## config.mk

```make
export PLATFORM = sky130hd
export DESIGN_NAME = pattern_matcher
export DESIGN_NICKNAME = d
export VERILOG_FILES = /design/src/rtl/pattern_matcher.sv
export SDC_FILE = /design/constraint.sdc
export NUM_CORES = 1
export LEC_CHECK = 0
export ABC_AREA = 1
export CORE_UTILIZATION = 50
export CTS_CLUSTER_DIAMETER = 100
export CTS_CLUSTER_SIZE = 25
export DETAILED_ROUTE_END_ITERATION = 12
export GPL_TIMING_DRIVEN = 0
export PLACE_DENSITY = 0.72
export SLEW_MARGIN = 25
export SYNTH_ARGS = -nofsm -noshare
export SYNTH_HDL_FRONTEND = slang
export SYNTH_SLANG_ARGS = --single-unit
```

## constraint.sdc

```tcl
create_clock -name clka -period 6.8 [get_ports clka]
set_input_delay 2.04 -clock clka [delete_from_list [all_inputs] [get_ports clka]]
set_output_delay 2.04 -clock clka [all_outputs]
set_load 0.05 [all_outputs]
```

## src/rtl/pattern_matcher.sv

```systemverilog
// Naive byte-pattern search over two 1-cycle-latency BRAMs. Reports every
// (possibly overlapping) match offset and a saturating count.
module pattern_matcher (
  input  logic       clka,
  input  logic       rst,
  input  logic       start,
  input  logic [7:0] data_len,
  input  logic [7:0] pat_len,
  input  logic [7:0] data_byte,
  input  logic [7:0] pattern_byte,
  output logic       bram_en,
  output logic [7:0] data_addr,
  output logic [7:0] pat_addr,
  output logic       busy,
  output logic       match_valid,
  output logic [7:0] match_addr,
  output logic [7:0] match_count,
  output logic       done
);

  typedef enum logic [1:0] {S_IDLE, S_FETCH, S_COMPARE, S_DONE} state_t;

  state_t     state, state_nx;
  logic [7:0] i, j, dlen, plen;
  logic       start_ok, hit, last_j, last_i;

  always_comb begin
    start_ok = start && (pat_len != 8'd0) && (pat_len <= data_len);
    hit      = (data_byte == pattern_byte);
    last_j   = (j == plen - 8'd1);
    last_i   = (i == dlen - plen);
  end

  always_ff @(posedge clka) begin
    if (rst) state <= S_IDLE;
    else     state <= state_nx;
  end

  always_comb begin
    state_nx = state;
    unique case (state)
      S_IDLE:    if (start) state_nx = start_ok ? S_FETCH : S_DONE;
      S_FETCH:   state_nx = S_COMPARE;
      S_COMPARE: begin
        if (hit && !last_j) state_nx = S_FETCH;
        else if (last_i)    state_nx = S_DONE;
        else                state_nx = S_FETCH;
      end
      S_DONE:    state_nx = S_IDLE;
      default:   state_nx = S_IDLE;
    endcase
  end

  always_comb begin
    busy    = (state == S_FETCH) || (state == S_COMPARE);
    bram_en = busy;
    done    = (state == S_DONE);
  end

  // Addresses are loaded alongside i/j so they already hold i+j / j while in FETCH.
  always_ff @(posedge clka) begin
    if (rst) begin
      i           <= '0;
      j           <= '0;
      dlen        <= '0;
      plen        <= '0;
      data_addr   <= '0;
      pat_addr    <= '0;
      match_valid <= 1'b0;
      match_addr  <= '0;
      match_count <= '0;
    end else begin
      match_valid <= 1'b0;
      unique case (state)
        S_IDLE: begin
          if (start) begin
            match_count <= '0;
            match_addr  <= '0;
            if (start_ok) begin
              dlen      <= data_len;
              plen      <= pat_len;
              i         <= '0;
              j         <= '0;
              data_addr <= '0;
              pat_addr  <= '0;
            end
          end
        end
        S_COMPARE: begin
          if (hit && !last_j) begin
            j         <= j + 8'd1;
            data_addr <= i + j + 8'd1;
            pat_addr  <= j + 8'd1;
          end else begin
            if (hit) begin
              match_valid <= 1'b1;
              match_addr  <= i;
              if (match_count != 8'hFF) match_count <= match_count + 8'd1;
            end
            if (!last_i) begin
              i         <= i + 8'd1;
              j         <= '0;
              data_addr <= i + 8'd1;
              pat_addr  <= '0;
            end else begin
              data_addr <= '0;
              pat_addr  <= '0;
            end
          end
        end
        default: ;
      endcase
    end
  end

endmodule

```

==> results.json, run 1 <==
{
  "gr-total-overflow": 0,
  "synth_area_leaders": "dfxtp_1, nand2_1, a21oi_1",
  "synthXorXnorAreaFrac_pct": 6.19,
  "tritoncts": "yes",
  "p_total_uw": 1620,
  "crit_start": "data_len[1]",
  "critical_path_class": "in -> reg",
  "antenna_found_initial": 0,
  "wl_per_cell_um": 13.9,
  "ys_warn_count": 0,
  "seq_area_frac_synth_pct": 29.1,
  "drt_pass1_iterations": 9,
  "cts_setup_buffers": 0,
  "wl_mm": 12.2,
  "setup_ws_ps": 2350,
  "setup-violations-final": 0,
  "start_util_pct": 52.3,
  "path_max_fanout": 10,
  "grt_use_met2_pct": 46.7,
  "tns_ps": 0,
  "async_reset_ff_share_pct": 0,
  "synthSimpleGateAreaFrac_pct": 31.7,
  "violations": "design-rule violations",
  "use_met1_pct": 31.6,
  "synth-edff-count": 0,
  "synthMuxAreaShare_pct": 0,
  "drt_iter0_drc": 231,
  "synth_seq_cells": 67,
  "ir_drop_mv": 0.165,
  "numCtsBuffers": 9,
  "max_clock_freq_mhz": 225,
  "post-place-ws_ps": 2050,
  "cts-root-buf": "clkbuf_8",
  "yosysTopAreaCell": "dfxtp_1",
  "drive_above_1_share_pct": 6.77,
  "finClkSkew_ps": 9.77,
  "grt_pass1_wl_mm": 20.5,
  "clk_latency_ps": 350,
  "io_pins": 71,
  "synth_top_family_by_area": "simple AND/OR/NAND/NOR gates",
  "synthCells": 683,
  "fillers": 826,
  "fin_crit_sh_pct": 65.5,
  "synth_compound_area_share_pct": 13.7,
  "met3_usage_pct": 5.87,
  "place_hpwl_mm": 9.59,
  "drc": 9,
  "netlist-cell-type-count": 42,
  "synth_flop_cell": "dfxtp_1",
  "yosysTopAreaCellShare_pct": 29.1,
  "die_y_um": 98.0,
  "end_kind": "flop",
  "path_clk_slew_ps": 80,
  "rsz0062_at_grt": "no",
  "maxCapViolCount": 0,
  "hold_viol_final": 0,
  "slew_violations": 0,
  "die_area_mm2": 0.00961,
  "min_from": "data_addr[6]",
  "slew_headroom_pct": 62.2,
  "core_area_mm2": 0.00881,
  "synth-adder-area-share_pct": 9.01,
  "grt_max_degree": 13,
  "n_antenna_cell": 0,
  "synth.avg_cell_area_um2": 6.75,
  "htree_levels": 3,
  "outcome": "finished with violations",
  "cts.repair.resized": 0,
  "stdcell_area_mm2": 0.00565,
  "first_global_vias": 4397,
  "fin_nets": 830,
  "port_buffers": 69,
  "ctsHoldBuffers": 0,
  "worstMarginPinSlew_ps": 568,
  "crit_arrival_ps": 4720,
  "antenna_left": 0,
  "fin_crit_ps": 4450,
  "grtUsageTotal_pct": 26.7,
  "area_growth_syn_to_layout_pct": 22.6,
  "rows": 34,
  "hold_slack_ps": 464,
  "r2r-start": "dlen[0]",
  "avgViaCountPerCell": 5.35,
  "powerDensity_mw_per_mm2": 287,
  "required_ps": 7070,
  "dieWidth_um": 98.0,
  "synth_area_mm2": 0.00461,
  "leakage_uw": 0.00250,
  "via_count": 4688,
  "hp-class": "reg -> reg",
  "gp_congestion": 0.923,
  "clkSinkCount": 67,
  "cp-start-kind": "input pin",
  "cts_buffer_depth": 2,
  "place_area_mm2": 0.00544,
  "busiest_layer": "met2",
  "syn_nets": 750
}
==> where the power goes <==
group	total (uW)	switching (uW)	internal (uW)
sequential	498	54.9	443
combinational	755	487	268
clock	371	164	207
==> through the flow <==
step,instances,utilization (%)
2_1_floorplan,683,-
3_3_place_gp,860,61.7
3_5_place_dp,860,61.7
4_1_cts,876,64.2
5_1_grt,876,64.2
6_report,876,64.2
==> worst max-delay path, stage by stage <==
cell and delay, ps:
clkdlybuf4s50_1 500, inv_1 60, ha_1 310, a21oi_1 150, o21ai_0 80, nand2_1 60, nand2_1 50, nand2_1 130
nand3_1 250, nand2_1 260, clkbuf_1 480, nand4_1 150, a21oi_1 200
==> kinds of logic (layout without fill, tap and decap cells) <==
group,after synthesis,count (layout)
and+or+nand+nor,320,320
AOI/OAI and AO/OA,119,119
buffers and inverters,114,199
DFF,67,67
adders and majority gates,32,32
xor gates and xnor gates,31,31
==> flip-flops by register name (all words and copies together) (netlist names) <==
register     flops
state            2
match_count      8
pat_addr         8
dlen             8
match_addr       8
i                8
j                8
plen             8
match_valid      1
data_addr        8
==> layer usage <==
layer,vias up,part of all wire (%)
met5,-,0
met1,2128,43
met3,25,7.0
li1,2379,-
met4,0,2.4
met2,156,48
==> area by class of cell <==
cell class / count / area [um2] / area share (%)
repair buffers: 69 / 691 / 12.2
clock inverters: 6 / 90.1 / 1.59
inverters: 90 / 343 / 6.06
well taps: 108 / 135 / 2.39
multi-input cells: 502 / 2790 / 49.4
plain buffers: 24 / 134 / 2.37
flip-flops and latches: 67 / 1340 / 23.7
clock buffers: 10 / 128 / 2.26
==> synthesized netlist by cell type, types with 2 or more instances <==
cell and instances:
nand4_1 23, a21oi_1 76, ha_1 30, xnor2_1 10, fa_1 2, or2_2 3, dfxtp_1 67, nand3_4 3
nand2_4 2, nand3b_1 4, nor4_1 3, nand3_2 2, buf_2 5, a21boi_1 2, nand3_1 42, clkbuf_1 13
nor3_1 3, inv_2 6, xor2_1 20, inv_1 82, a211oi_1 2, buf_6 4, nor2_2 2, nor2_1 54
buf_4 2, o21bai_1 3, o21ai_1 2, nand2_1 174, o21ai_0 29
==> final timing paths <==
kind	endpoint	slack (ps)	cells past startpoint
min reg2reg	data_addr[6]	460	2
min	data_addr[6]	460	2
max reg2reg	i[6]	4210	12
max	i[6]	2350	13
==> cell usage in the layout, fill, tap and decap left out, types with 4 or more instances in the layout <==
cell             instances
nand4_1                 23
xnor2_1                 10
clkdlybuf4s50_1         69
buf_6                    4
dfxtp_1                 67
a21oi_1                 76
inv_2                    6
ha_1                    30
inv_1                   82
xor2_1                  20
nand2_1                174
buf_2                    5
nand3b_1                 4
clkbuf_8                 9
nand3_1                 42
o21ai_0                 29
nor2_1                  54
clkbuf_1                14
Power figures use the tool's default switching activity.
==> inputs of run 2 (changes only) <==
Clock period 6.8 ns to 4.35 ns, I/O delays scaled along.
==> results of run 2 <==
Same layout as run 1 (identical final DEF). Status: finished with violations: design-rule violations.
Main changes from that run: setup slack after placement 2050 ps -> 335 ps; setup slack after layout 2350 ps -> 634 ps; register-to-register setup slack 4210 ps -> 1760 ps; total power 1620 uW -> 2540 uW; worst IR drop on VDD 0.165 mV -> 0.259 mV
